## src/rtl/alu_issue_ctrl_if.sv

```systemverilog
// alu_issue_ctrl_if: instruction, ALU and result signals of the ALU issue controller
interface alu_issue_ctrl_if #(
  parameter int CNT_W = 16
);
  logic             instr_valid;
  logic             instr_ready;
  logic [31:0]      instr;
  logic [31:0]      rs_data;
  logic [31:0]      rt_data;
  logic [31:0]      alu_a;
  logic [31:0]      alu_b;
  logic [5:0]       alu_signal;
  logic             alu_reset;
  logic [31:0]      alu_out;
  logic             res_valid;
  logic             res_ready;
  logic [31:0]      res_data;
  logic [4:0]       res_rd;
  logic             res_illegal;
  logic [CNT_W-1:0] op_count;
  modport slave (
    input  instr_valid, instr, rs_data, rt_data, alu_out, res_ready,
    output instr_ready, alu_a, alu_b, alu_signal, alu_reset,
           res_valid, res_data, res_rd, res_illegal, op_count
  );
  modport master (
    output instr_valid, instr, rs_data, rt_data, alu_out, res_ready,
    input  instr_ready, alu_a, alu_b, alu_signal, alu_reset,
           res_valid, res_data, res_rd, res_illegal, op_count
  );
endinterface

```

## src/rtl/alu_issue_ctrl.sv

```systemverilog
// alu_issue_ctrl: issues R-type ops to a combinational ALU and returns the settled result
module alu_issue_ctrl #(
  parameter int SETTLE_CYCLES = 1,
  parameter int CNT_W = 16
) (
  input logic clk,
  input logic reset,
  alu_issue_ctrl_if.slave bus
);
  localparam int SC = SETTLE_CYCLES < 1 ? 1 : SETTLE_CYCLES;
  localparam int CW = $clog2(SC + 1);
  typedef enum logic [1:0] {IDLE, ISSUE, RESP} state_t;
  state_t        state;
  logic [CW-1:0] cnt;
  logic [5:0]    funct;
  logic          legal;
  logic          settled;
  logic          unused_fields;
  assign funct = bus.instr[5:0];
  assign legal = bus.instr[31:26] == 6'd0 &&
                 (funct == 6'd32 || funct == 6'd34 || funct == 6'd36 ||
                  funct == 6'd37 || funct == 6'd42);
  // illegal ops spend a single ISSUE cycle so both paths share the same minimum latency
  assign settled = bus.res_illegal || cnt == CW'(SC - 1);
  assign unused_fields = ^{bus.instr[25:16], bus.instr[10:6]};
  always_ff @(posedge clk or posedge reset) begin
    if (reset) begin
      state           <= IDLE;
      cnt             <= '0;
      bus.instr_ready <= 1'b1;
      bus.alu_reset   <= 1'b1;
      bus.alu_a       <= '0;
      bus.alu_b       <= '0;
      bus.alu_signal  <= '0;
      bus.res_valid   <= 1'b0;
      bus.res_data    <= '0;
      bus.res_rd      <= '0;
      bus.res_illegal <= 1'b0;
      bus.op_count    <= '0;
    end else begin
      case (state)
        IDLE: if (bus.instr_valid) begin
          bus.instr_ready <= 1'b0;
          bus.res_rd      <= bus.instr[15:11];
          bus.res_data    <= '0;
          bus.res_illegal <= ~legal;
          bus.alu_reset   <= ~legal;
          cnt             <= '0;
          state           <= ISSUE;
          if (legal) begin
            bus.alu_a      <= bus.rs_data;
            bus.alu_b      <= bus.rt_data;
            bus.alu_signal <= funct;
          end
        end
        ISSUE: begin
          cnt <= cnt + 1'b1;
          if (settled) begin
            bus.res_data  <= bus.res_illegal ? 32'd0 : bus.alu_out;
            bus.res_valid <= 1'b1;
            bus.alu_reset <= 1'b1;
            state         <= RESP;
          end
        end
        RESP: if (bus.res_ready) begin
          bus.res_valid   <= 1'b0;
          bus.instr_ready <= 1'b1;
          state           <= IDLE;
          if (!bus.res_illegal) bus.op_count <= bus.op_count + CNT_W'(1);
        end
        default: state <= IDLE;
      endcase
    end
  end
endmodule

```

## src/flat_wrapper.sv

```systemverilog
// flat-port wrapper written by rule: the top's interface ports become plain ports
module alu_issue_ctrl_flat 
#(
  parameter int SETTLE_CYCLES = 1,
  parameter int CNT_W = 16
)
  (clk, reset, bus_instr_valid, bus_instr, bus_rs_data, bus_rt_data, bus_alu_out, bus_res_ready, bus_instr_ready, bus_alu_a, bus_alu_b, bus_alu_signal, bus_alu_reset, bus_res_valid, bus_res_data, bus_res_rd, bus_res_illegal, bus_op_count);
  alu_issue_ctrl_if #(.CNT_W(CNT_W)) bus_i ();
  input logic clk;
  input logic reset;
  input wire logic [$bits(bus_i.instr_valid)-1:0] bus_instr_valid;
  input wire logic [$bits(bus_i.instr)-1:0] bus_instr;
  input wire logic [$bits(bus_i.rs_data)-1:0] bus_rs_data;
  input wire logic [$bits(bus_i.rt_data)-1:0] bus_rt_data;
  input wire logic [$bits(bus_i.alu_out)-1:0] bus_alu_out;
  input wire logic [$bits(bus_i.res_ready)-1:0] bus_res_ready;
  output wire logic [$bits(bus_i.instr_ready)-1:0] bus_instr_ready;
  output wire logic [$bits(bus_i.alu_a)-1:0] bus_alu_a;
  output wire logic [$bits(bus_i.alu_b)-1:0] bus_alu_b;
  output wire logic [$bits(bus_i.alu_signal)-1:0] bus_alu_signal;
  output wire logic [$bits(bus_i.alu_reset)-1:0] bus_alu_reset;
  output wire logic [$bits(bus_i.res_valid)-1:0] bus_res_valid;
  output wire logic [$bits(bus_i.res_data)-1:0] bus_res_data;
  output wire logic [$bits(bus_i.res_rd)-1:0] bus_res_rd;
  output wire logic [$bits(bus_i.res_illegal)-1:0] bus_res_illegal;
  output wire logic [$bits(bus_i.op_count)-1:0] bus_op_count;
  assign bus_i.instr_valid = bus_instr_valid;
  assign bus_i.instr = bus_instr;
  assign bus_i.rs_data = bus_rs_data;
  assign bus_i.rt_data = bus_rt_data;
  assign bus_i.alu_out = bus_alu_out;
  assign bus_i.res_ready = bus_res_ready;
  assign bus_instr_ready = bus_i.instr_ready;
  assign bus_alu_a = bus_i.alu_a;
  assign bus_alu_b = bus_i.alu_b;
  assign bus_alu_signal = bus_i.alu_signal;
  assign bus_alu_reset = bus_i.alu_reset;
  assign bus_res_valid = bus_i.res_valid;
  assign bus_res_data = bus_i.res_data;
  assign bus_res_rd = bus_i.res_rd;
  assign bus_res_illegal = bus_i.res_illegal;
  assign bus_op_count = bus_i.op_count;
  alu_issue_ctrl #(.SETTLE_CYCLES(SETTLE_CYCLES), .CNT_W(CNT_W)) u_core (.clk(clk), .reset(reset), .bus(bus_i));
endmodule
```

## config.mk

```make
export PLATFORM = sky130hd
export DESIGN_NAME = alu_issue_ctrl_flat
export DESIGN_NICKNAME = d
export VERILOG_FILES = /design/src/rtl/alu_issue_ctrl_if.sv /design/src/rtl/alu_issue_ctrl.sv /design/src/flat_wrapper.sv
export SDC_FILE = /design/constraint.sdc
export NUM_CORES = 1
export LEC_CHECK = 0
export CAP_MARGIN = 0
export CORE_MARGIN = 2
export CORE_UTILIZATION = 23
export DETAILED_ROUTE_END_ITERATION = 16
export GPL_TIMING_DRIVEN = 0
export PLACE_DENSITY = 0.64
export SLEW_MARGIN = 15
export SYNTH_ARGS = -nofsm -noshare
export SYNTH_HDL_FRONTEND = slang
export SYNTH_SLANG_ARGS = --single-unit
export TNS_END_PERCENT = 10
```

## constraint.sdc

```tcl
create_clock -name clk -period 4 [get_ports clk]
set_input_delay 0.6 -clock clk [delete_from_list [all_inputs] [get_ports clk]]
set_output_delay 0.6 -clock clk [all_outputs]
set_load 0.005 [all_outputs]
```

==> qor.yml <==
nNetsFinal: 798
pre_cts_slack_ps: 1291
setup_violations: 0
crit_path_end_kind: "register"
min-delay-start: "u_core.bus.res_data[28]$_DFFE_PP0P_"
wire_per_inst_um: 15.01
die_area_sq_mm: 0.02494
cts_hold_buf: 0
grt_pass1_wl_um: 23520
syn_inst: 399
r2r_start: "u_core.state[0]$_DFFE_PP0P_"
num_antenna_cells: 0
sw_frac_of_total_pct: 25.15
slew_headroom_pct: 65.76
r2r_end: "u_core.bus.alu_b[3]$_DFFE_PP0P_"
place_area_sq_mm: 0.008373
post_cts_buffers: 0
cts_buffers: 17
synth-seq-cells: 130
cp.arrival_ps: 2550
ir_drop_mv: 0.2223
synth.distinct_cells: 33
final_max_slew_viol_count: 0
reg2reg_setup_slack_ps: 1990
ys_seq_area_share_pct: 59.73
grt_pass1_vias: 4175
status: "completed"
area_growth_syn_to_layout_pct: 64.44
cts_max_path_buffers: 2
core_area_sq_mm: 0.02333
layoutNonFillerInstCount: 997
num_rows: 56
final_util_pct: 38.41
io_buffers: 243
holdPathStages: 2
synthesis.nets: 532
fp.dieH_um: 157.9
critPathLaunchType: "primary input"
power.switching_uw: 877.6
clkSinkCount: 130
crit_type: "in -> reg"
start_util_pct: 23.36
cts_root_buffer: "clkbuf_16"
num_vias: 4009
post-place-cells: 965
p_clk_share_pct: 44.5
overflow: 0
ioPinCount: 259
critPathRequiredTime_ps: 4290
ys_warn_count: 0
min_to: "u_core.bus.res_data[28]$_DFFE_PP0P_"
power_frac_comb_pct: 14.5
antenna_found_initial: 0
synth_area_sq_mm: 0.005450
drtIter0Drc: 108
grt_usage_pct: 12.25
clk_latency_ps: 410
vias_per_cell: 4.021
rsz0062_at_grt: "no"
grt_max_degree: 35
first_pass_iters: 4
p_leak_uw: 0.003994
detail-route-antenna-nets: 0
fillerInstances: 2260
die_w_um: 157.9
max_cap_violations: 0
crit_fanout: 10
ff_latch_area_sq_mm: 0.003256
path_clk_slew_ps: 60
multi_input_area_sq_mm: 0.001959
finalCritPeriodShare_pct: 56.63
drc_errors: 0
ff2ff_path_depth: 7
routed_wl_um: 14970
min_period_ps: 2265
achievable-frequency_mhz: 441.5
drive_gt1_share_pct: 18.73
cts_resized: 0
worst_pin_slew_ps: 513.6
cts_tree: "built"
worst_slack_ps: 1735
final_cell_area_sq_mm: 0.008962
hold_viol: 0
fin_skew_ps: 6.260
power_density_mw_per_mm2: 389.3
gp_congestion: 0.7456
avgSynthCellArea_sq_um: 13.66
seq_power_share_pct: 41.0
internal-power_uw: 2611
min_path_type: "reg -> reg"
htree_levels: 4
hpwl_um: 10940
finalSetupTns_ps: 0
-- worst max-delay path by stage --
stage | startpoint | to | slack, ps | cells after the start
2_1_floorplan | reset | u_core.bus.alu_a[0]$_DFFE_PP0P_ | 1790 | 1
3_3_place_gp | reset | u_core.bus.res_data[10]$_DFFE_PP0P_ | 420 | 2
3_5_place_dp | bus_instr[27] | u_core.bus.alu_a[10]$_DFFE_PP0P_ | 1290 | 7
4_1_cts | bus_instr[27] | u_core.bus.alu_b[0]$_DFFE_PP0P_ | 1730 | 7
5_1_grt | bus_instr[27] | u_core.bus.alu_b[3]$_DFFE_PP0P_ | 1670 | 7
6_report | bus_instr[27] | u_core.bus.alu_b[3]$_DFFE_PP0P_ | 1730 | 7
-- sequential cells by signal, indices dropped and copies added, names as in the netlist --
signal and flops:
u_core.bus.res_valid 1, u_core.bus.instr_ready 1, u_core.bus.alu_reset 1, u_core.bus.res_data 32
u_core.state 2, u_core.bus.op_count 16, u_core.bus.alu_a 32, u_core.bus.res_rd 5
u_core.bus.res_illegal 1, u_core.cnt 1, u_core.bus.alu_signal 6, u_core.bus.alu_b 32
-- cells by family (layout without fill, tap and decap cells) --
group	after synthesis	in the layout	share of synthesized area, %
AOI/OAI and AO/OA	10	10	1.010
xor gates and xnor gates	15	15	2.411
adders and majority gates	1	1	0.2295
buffers and inverters	27	306	4.316
DFF	130	130	59.73
muxes	75	75	20.02
and+or+nand+nor	141	141	12.28
-- cell usage after synthesis, drive strengths merged --
cell type,count,area [sq um]
xor2,1,8.760
nand3,39,195.2
nand4,6,37.54
nor4b,1,8.760
inv,6,22.52
mux2i,1,10.01
and4,2,20.02
and2,2,12.51
dfrtp,128,3203
xnor2,14,122.6
mux2,74,1081
buf,12,178.9
nor4bb,1,10.01
nand3b,1,7.510
a21oi,6,30.03
o21ai,2,10.01
o31ai,1,7.510
nand2,68,255.2
clkbuf,9,33.78
ha,1,12.51
o21bai,1,7.510
dfstp,2,52.55
nor2,7,33.78
or4,1,7.510
or2,1,6.260
and3,5,31.28
nand2b,4,25.02
nor2b,3,18.77
-- critical path, stage by stage --
cell and delay (ps):
clkdlybuf4s50_1 390, or4_1 530, a21oi_1 150, and4_4 250, buf_12 160, buf_12 160
mux2_4 300
-- area by class of cell --
cell class | instances | area share [%]
tap | 319 | 4.453
buffer | 21 | 2.373
clock buffer | 19 | 5.054
multi-input combinational | 242 | 21.86
inverter | 6 | 0.2932
sequential | 130 | 36.33
clock inverter | 13 | 1.522
timing repair buffer | 247 | 28.12
-- layout by cell type (no fill, tap or decap), drive strengths merged, types with 2 or more instances in the layout --
cell type,count
nor2b,3
a21oi,6
dfrtp,128
nand2b,4
nand4,6
bufinv,2
nand3,39
mux2,74
clkinv,7
o21ai,2
nand2,68
clkinvlp,5
and3,5
and2,2
clkbuf,28
inv,5
nor2,7
buf,16
dfstp,2
and4,2
clkdlybuf4s50,243
xnor2,14
-- power groups by stage --
| stage | Combinational, uW | Clock (uW) | Sequential, uW |
|---|---|---|---|
| floorplan | 205 | 0 | 1450 |
| global placement | 504 | 0 | 1450 |
| detailed placement | 519 | 0 | 1450 |
| CTS | 521 | 1610 | 1430 |
| global route | 560 | 1670 | 1440 |
| finish | 506 | 1550 | 1430 |
-- stage by stage --
step                hold WS [ps]  power [uW]
finish                     462.7        3489
global route               485.4        3668
CTS                        468.1        3567
detailed placement         450.4        1970
global placement           449.4        1956
floorplan                  462.8        1656
-- per-layer routing --
| layer | track usage, % | wire [um] | vias up |
|---|---|---|---|
| li1 | - | - | 1887 |
| met1 | 14.92 | 6298 | 1975 |
| met2 | 19.92 | 7343 | 134 |
| met3 | 4.489 | 1064 | 13 |
| met4 | 4.376 | 259 | 0 |
| met5 | 0 | 0 | - |
No activity file was read; power rests on OpenSTA's default activity.
